### src/rtl/pw_entry_sequencer.sv
//==============================================================================
// pw_entry_sequencer
//   Collects keypad digits after a pwstart rising edge, compares them with the
//   stored key and returns a one-cycle pwdone with a registered verdict.
//   Enforces an inter-digit inactivity timeout and a lockout after repeated
//   failures.
// Revision: 1.0
//==============================================================================
`default_nettype none

module pw_entry_sequencer #(
  parameter int PW_DIGITS   = 4,
  parameter int DIGIT_W     = 4,
  parameter int TIMEOUT_CYC = 1000,
  parameter int MAX_FAIL    = 3,
  parameter int LOCK_CYC    = 5000
) (
  input  logic                         clk,
  input  logic                         rst,
  input  logic                         pwstart,
  input  logic [DIGIT_W-1:0]           digit_in,
  input  logic                         digit_valid,
  input  logic                         clear,
  input  logic [PW_DIGITS*DIGIT_W-1:0] pw_key,
  output logic                         pwdone,
  output logic                         pw_correct,
  output logic                         locked,
  output logic                         busy,
  output logic [2:0]                   digit_cnt
);

  localparam int KEY_W  = PW_DIGITS * DIGIT_W;
  localparam int CNT_W  = 4;
  localparam int TMR_W  = (TIMEOUT_CYC > 1) ? $clog2(TIMEOUT_CYC) : 1;
  localparam int LCK_W  = (LOCK_CYC > 1) ? $clog2(LOCK_CYC) : 1;
  localparam int FAIL_W = $clog2(MAX_FAIL + 1);

  localparam logic [CNT_W-1:0]  c_LAST_DIGIT = CNT_W'(PW_DIGITS - 1);
  localparam logic [TMR_W-1:0]  c_TMR_LAST   = TMR_W'(TIMEOUT_CYC - 1);
  localparam logic [LCK_W-1:0]  c_LCK_LAST   = LCK_W'(LOCK_CYC - 1);
  localparam logic [FAIL_W-1:0] c_FAIL_MAX   = FAIL_W'(MAX_FAIL);
  localparam logic [FAIL_W-1:0] c_FAIL_LOCK  = FAIL_W'(MAX_FAIL - 1);

  typedef enum logic [2:0] {
    S_IDLE    = 3'd0,
    S_COLLECT = 3'd1,
    S_CHECK   = 3'd2,
    S_DONE    = 3'd3,
    S_LOCK    = 3'd4
  } state_t;

  state_t              r_state;
  state_t              w_next_state;
  logic                r_pwstart_d;
  logic [CNT_W-1:0]    r_cnt;
  logic [TMR_W-1:0]    r_timer;
  logic [LCK_W-1:0]    r_lock_cnt;
  logic [FAIL_W-1:0]   r_fail_cnt;
  logic [KEY_W-1:0]    r_buf;
  logic                r_pwdone;
  logic                r_pw_correct;

  logic                w_start_edge;
  logic                w_cnt_clr;
  logic                w_cnt_inc;
  logic                w_tmr_clr;
  logic                w_tmr_inc;
  logic                w_done_set;
  logic                w_verdict;
  logic                w_fail_clr;
  logic                w_fail_inc;
  logic                w_lock_clr;
  logic                w_lock_inc;

  assign w_start_edge = pwstart & ~r_pwstart_d;

  always_ff @(posedge clk or negedge rst) begin
    if (!rst) begin
      r_state <= S_IDLE;
    end else begin
      r_state <= w_next_state;
    end
  end

  always_comb begin
    w_next_state = r_state;
    w_cnt_clr    = 1'b0;
    w_cnt_inc    = 1'b0;
    w_tmr_clr    = 1'b0;
    w_tmr_inc    = 1'b0;
    w_done_set   = 1'b0;
    w_verdict    = 1'b0;
    w_fail_clr   = 1'b0;
    w_fail_inc   = 1'b0;
    w_lock_clr   = 1'b0;
    w_lock_inc   = 1'b0;
    unique case (r_state)
      S_IDLE: begin
        if (w_start_edge) begin
          w_next_state = S_COLLECT;
          w_cnt_clr    = 1'b1;
          w_tmr_clr    = 1'b1;
        end
      end
      S_COLLECT: begin
        // A requester abort outranks every keypad event.
        if (!pwstart) begin
          w_next_state = S_IDLE;
        end else if (clear) begin
          w_cnt_clr = 1'b1;
          w_tmr_clr = 1'b1;
        end else if (digit_valid) begin
          w_cnt_inc = 1'b1;
          w_tmr_clr = 1'b1;
          if (r_cnt == c_LAST_DIGIT) begin
            w_next_state = S_CHECK;
          end
        end else if (r_timer == c_TMR_LAST) begin
          w_next_state = S_DONE;
          w_done_set   = 1'b1;
          w_verdict    = 1'b0;
        end else begin
          w_tmr_inc = 1'b1;
        end
      end
      S_CHECK: begin
        w_next_state = S_DONE;
        w_done_set   = 1'b1;
        w_verdict    = (r_buf == pw_key);
      end
      S_DONE: begin
        if (r_pw_correct) begin
          w_fail_clr   = 1'b1;
          w_next_state = S_IDLE;
        end else begin
          w_fail_inc = 1'b1;
          if (r_fail_cnt >= c_FAIL_LOCK) begin
            w_next_state = S_LOCK;
            w_lock_clr   = 1'b1;
          end else begin
            w_next_state = S_IDLE;
          end
        end
      end
      S_LOCK: begin
        // Reject new requests immediately so the requester never stalls.
        if (w_start_edge) begin
          w_done_set = 1'b1;
          w_verdict  = 1'b0;
        end
        if (r_lock_cnt == c_LCK_LAST) begin
          w_next_state = S_IDLE;
          w_fail_clr   = 1'b1;
        end else begin
          w_lock_inc = 1'b1;
        end
      end
      default: begin
        w_next_state = S_IDLE;
      end
    endcase
  end

  always_ff @(posedge clk or negedge rst) begin
    if (!rst) begin
      r_pwstart_d  <= 1'b0;
      r_cnt        <= '0;
      r_timer      <= '0;
      r_lock_cnt   <= '0;
      r_fail_cnt   <= '0;
      r_buf        <= '0;
      r_pwdone     <= 1'b0;
      r_pw_correct <= 1'b0;
    end else begin
      r_pwstart_d <= pwstart;

      if (w_cnt_clr) begin
        r_cnt <= '0;
      end else if (w_cnt_inc) begin
        r_cnt <= r_cnt + CNT_W'(1);
      end

      for (int i = 0; i < PW_DIGITS; i++) begin
        if (w_cnt_inc && (r_cnt == CNT_W'(i))) begin
          r_buf[i*DIGIT_W +: DIGIT_W] <= digit_in;
        end
      end

      if (w_tmr_clr) begin
        r_timer <= '0;
      end else if (w_tmr_inc) begin
        r_timer <= r_timer + TMR_W'(1);
      end

      if (w_lock_clr) begin
        r_lock_cnt <= '0;
      end else if (w_lock_inc) begin
        r_lock_cnt <= r_lock_cnt + LCK_W'(1);
      end

      if (w_fail_clr) begin
        r_fail_cnt <= '0;
      end else if (w_fail_inc && (r_fail_cnt != c_FAIL_MAX)) begin
        r_fail_cnt <= r_fail_cnt + FAIL_W'(1);
      end

      r_pwdone <= w_done_set;
      if (w_done_set) begin
        r_pw_correct <= w_verdict;
      end
    end
  end

  assign pwdone     = r_pwdone;
  assign pw_correct = r_pw_correct;
  assign locked     = (r_state == S_LOCK);
  assign busy       = (r_state == S_COLLECT) || (r_state == S_CHECK);
  // The display digit saturates at 7 for 8-digit passwords.
  assign digit_cnt  = r_cnt[3] ? 3'd7 : r_cnt[2:0];

endmodule

`default_nettype wire

### config.mk
export PLATFORM = sky130hd
export DESIGN_NAME = pw_entry_sequencer
export DESIGN_NICKNAME = d
export VERILOG_FILES = /design/src/rtl/pw_entry_sequencer.sv
export SDC_FILE = /design/constraint.sdc
export NUM_CORES = 1
export LEC_CHECK = 0
export ABC_AREA = 0
export CORE_ASPECT_RATIO = 1.75
export CORE_UTILIZATION = 56
export CTS_CLUSTER_SIZE = 24
export DETAILED_ROUTE_END_ITERATION = 8
export PLACE_DENSITY = 0.84
export SLEW_MARGIN = 20
export SYNTH_ARGS = -nofsm -noshare
export SYNTH_HDL_FRONTEND = slang
export SYNTH_SLANG_ARGS = --single-unit
export TNS_END_PERCENT = 50
### constraint.sdc
create_clock -name clk -period 2.4 [get_ports clk]
set_input_delay 0.36 -clock clk [delete_from_list [all_inputs] [get_ports clk]]
set_output_delay 0.36 -clock clk [all_outputs]
set_load 0.01 [all_outputs]
==> qor.log <==
[outcome] outcome complete, no violations
[sta] fin crit share 0.8900
[synthesis] sequential cell area fraction in the yosys report 0.4562
[global_route] GRT met2 Usage 0.4568
[sta] final number of setup-violating endpoints 0
[sta] number of slew-limit violations in the final report 0
[synthesis] xor-xnor portion of the synthesized cell area 0.08766
[worst_setup_path] gate family responsible for the most delay along the worst path buffers and inverters
[routing] DR WL/cell 16.58 um
[worst_setup_path] CP startpoint kind flop
[synthesis] Synth Warn # 0
[worst_setup_path] data required time of the worst path 2040 ps
[placement] Routability Congestion 0.8722
[worst_hold_path] Tightest Hold Check Type in2async
[pwr] power density over cell area 828.5 nW/um^2
[floorplanning] DIE AREA 5294 um^2
[sta] Final Hold Viols 0
[worst_setup_path] Crit Path Category reg2out
[worst_setup_path] number of cells on the worst reg-to-reg path 4
[layout] Total Nets Final 332
[clocking] root buf cell sky130_fd_sc_hd__clkbuf_8
[pwr] combinational fraction of design power 0.339
[pwr] reported leakage power 1.516 nW
[pwr] clock power share 0.224
[synthesis] number of instances in the synthesized netlist 263
[synthesis] proportion of synthesized area in mux cells 0.1042
[clocking] Clock transition at path regs 90 ps
[sta] post-layout min period 2136 ps
[sta] timing-limited maximum frequency 0.4681 GHz
[worst_setup_path] master of the slowest instance on the critical path sky130_fd_sc_hd__clkdlybuf4s50_1
[synthesis] count of flip-flops with a built-in enable after synthesis 0
[layout] antenna cells 0
[layout] final design utilization 0.6922
[routing] ratio of routed vias to standard cells 5.977
[synthesis] leading cell type by number of instances after synthesis sky130_fd_sc_hd__dfrtp_1
[pwr] switching power 0.0008698 W
[pwr] Net Sw Frac 0.3194
[global_route] first-pass GRT wire length 10040 um
[floorplanning] width of the die 55.43 um
[worst_setup_path] Reg-to-Reg End pw_correct
[worst_setup_path] slack of the worst reg-to-reg path 580 ps
[global_route] antenna violations before repair 0
[synthesis] distinct cell type count after synthesis 47
[clocking] clock tree from TritonCTS done
[sta] Worst slew margin 0.5674
[routing] Starting DRT DRC Count 63
[routing] total wire length 5852 um
[synthesis] simple-gate share of the synthesized area 0.2379
[sta] Worst Clk Skew 8.773 ps
[routing] Post-route DRC 0
[synthesis] dominant combinational cell family by area after synthesis simple AND/OR/NAND/NOR gates
[floorplanning] effective utilization at floorplan 0.5892
[synthesis] Yosys top cell area share 0.4562
[global_route] largest net degree at the start of global routing 52
[synthesis] synthesized-area fraction occupied by ao, oa, aoi and oai cells 0.06440
[global_route] total grt overflow 0
[job] max-capacitance violation count 0
[pwr] internal power summed over all cells 0.001854 W
[floorplanning] number of I/O pins 32
[global_route] overall fraction of global-route tracks in use 0.2428
[synthesis] Async S/R FF share, synth 1.000
[synthesis] number of nets produced by synthesis 295
[layout] post-route standard cell area excluding fillers 3287 um^2
[synthesis] Avg Cell Area, Syn 10.64 um^2
[floorplanning] Core Region 4748 um^2
[clocking] deepest clock path buffer count 2
[synthesis] most frequent cells after synthesis sky130_fd_sc_hd__dfrtp_1, sky130_fd_sc_hd__xor2_1, sky130_fd_sc_hd__nor2_1
[synthesis] adder-cell share of the synthesized area 0.03131
[synthesis] largest area contributor in the synthesized netlist sky130_fd_sc_hd__dfrtp_1
[layout] layout cells sized above 1 0.1495
[pwr] sequential cell fraction of total power 0.437
[placement] placed inst area 3169 um^2
[routing] Pre-Repair DR Iteration Count 4
[worst_setup_path] Cell Chain, Critical Path or3b_4 -> inv_2 -> clkdlybuf4s50_1
[global_route] number of global-route vias before repair 2132
[clocking] CTS Buf Count 5
[synthesis] count of state elements after synthesis 51
[placement] number of buffers added on ports 31
[clocking] # Post-CTS Setup Buffers 0
[sta] slew at the pin closest to its max-slew limit 648.8 ps
[global_route] most crowded layer after global routing met2
[synthesis] ys flop type sky130_fd_sc_hd__dfrtp_1
[worst_setup_path] crit path DAT 1780 ps
[synthesis] Synth Cell Area 2798 um^2
[worst_setup_path] highest fanout seen on the critical path 4
[worst_setup_path] crit path capture type output port
[routing] DRT antenna net count 0
[floorplanning] die extent in y 95.51 um
[global_route] GRT met1 Usage 0.2747
[layout] Synth-to-Final Area Change 17.49%
[clocking] worst-skew pair later-pin latency 300 ps
[worst_setup_path] max incr delay on CP 540 ps
[sta] post-route setup TNS 0 ps
[worst_setup_path] buffering stage count on the worst path with inverters included 2
[routing] total number of vias 2110
[pwr] maximum VDD drop 0.6435 mV
[sta] unrepaired setup endpoints after global routing no
[worst_setup_path] origin of the critical flop-to-flop path r_timer[4]
[clocking] post-cts sizing count 0
[synthesis] leading cell types by total area after synthesis sky130_fd_sc_hd__dfrtp_1, sky130_fd_sc_hd__mux2_2, sky130_fd_sc_hd__xor2_1, sky130_fd_sc_hd__mux2i_1, sky130_fd_sc_hd__ha_1
[floorplanning] standard-cell rows 33
[clocking] number of levels in the clock H-tree 2
[placement] HPWL Detailed 4435 um
[clocking] number of hold buffers added after CTS 0
[clocking] number of sinks handled by clock tree synthesis 51
[global_route] met3 routing resource usage after global routing 0.03664
## worst max path at each step
stage                          start          to  cells after the start
final                     r_state[1]      locked                      3
after global routing      r_state[1]      locked                      3
after CTS                 r_state[1]      locked                      3
after detailed placement     pwstart    r_buf[1]                      5
after global placement       pwstart   r_buf[15]                      5
after floorplan           r_state[1]  r_timer[0]                      5
## power by group through the flow
stage,logic [W],registers [W],clock network (W)
final,0.000923,0.00119,0.000611
after global placement,0.000887,0.00119,0
after global routing,0.00103,0.00121,0.000665
after CTS,0.000931,0.00119,0.000626
after detailed placement,0.000924,0.00121,0
after floorplan,0.000631,0.00117,0
## per-layer routing
metal | share of wire | up-vias | wire [um]
met2 | 0.56 | 52 | 3265
met4 | 0.021 | 0 | 121
li1 | - | 1016 | -
met3 | 0.031 | 9 | 181
met1 | 0.39 | 1033 | 2284
met5 | 0 | - | 0
## cell type report
class / count / area [um^2]
inverters: 6 / 22.52
clock inverters: 2 / 35.03
flip-flops and latches: 51 / 1276
repair buffers: 35 / 335.3
clock buffers: 6 / 82.58
fillers: 384 / 1461
well taps: 52 / 65.06
multi-input cells: 201 / 1470
## state kept, by name, summed over array words and instances, names as in the netlist
register	cells
pwdone	1
r_lock_cnt	13
r_pwstart_d	1
r_fail_cnt	2
r_state	3
r_cnt	4
r_timer	10
pw_correct	1
r_buf	16
## stage by stage
step,setup slack [ps],total power [W],hold WS (ps),std cells
CTS,252.6,0.002745,181.8,353
global placement,291.9,0.002080,483.9,345
global route,187.0,0.002905,218.9,353
finish,263.9,0.002723,155.0,353
floorplan,743.8,0.001805,64.41,263
detailed placement,229.1,0.002130,490.0,345
## placed cells by master (no fill, tap or decap), types with 6 or more instances in the layout
| cell | instances |
|---|---|
| sky130_fd_sc_hd__nand3_1 | 14 |
| sky130_fd_sc_hd__nor2_1 | 19 |
| sky130_fd_sc_hd__nand4_1 | 8 |
| sky130_fd_sc_hd__and3_1 | 6 |
| sky130_fd_sc_hd__mux2i_1 | 10 |
| sky130_fd_sc_hd__o21ai_0 | 10 |
| sky130_fd_sc_hd__xor2_1 | 20 |
| sky130_fd_sc_hd__clkbuf_8 | 6 |
| sky130_fd_sc_hd__mux2_2 | 17 |
| sky130_fd_sc_hd__ha_1 | 7 |
| sky130_fd_sc_hd__dfrtp_1 | 51 |
| sky130_fd_sc_hd__xnor2_1 | 8 |
| sky130_fd_sc_hd__a21oi_1 | 8 |
| sky130_fd_sc_hd__nand2_1 | 18 |
| sky130_fd_sc_hd__clkdlybuf4s50_1 | 30 |
## cells by family (layout without fill, tap and decap cells)
family	Yosys count	count (layout)
XOR/XNOR	28	28
adder cells (fa/ha/maj)	7	7
AO/OA/AOI/OAI	28	28
flip-flops	51	51
multiplexers	27	27
AND/OR/NAND/NOR	111	111
buffers and inverters	11	49
No activity file was read; power rests on OpenSTA's default activity.
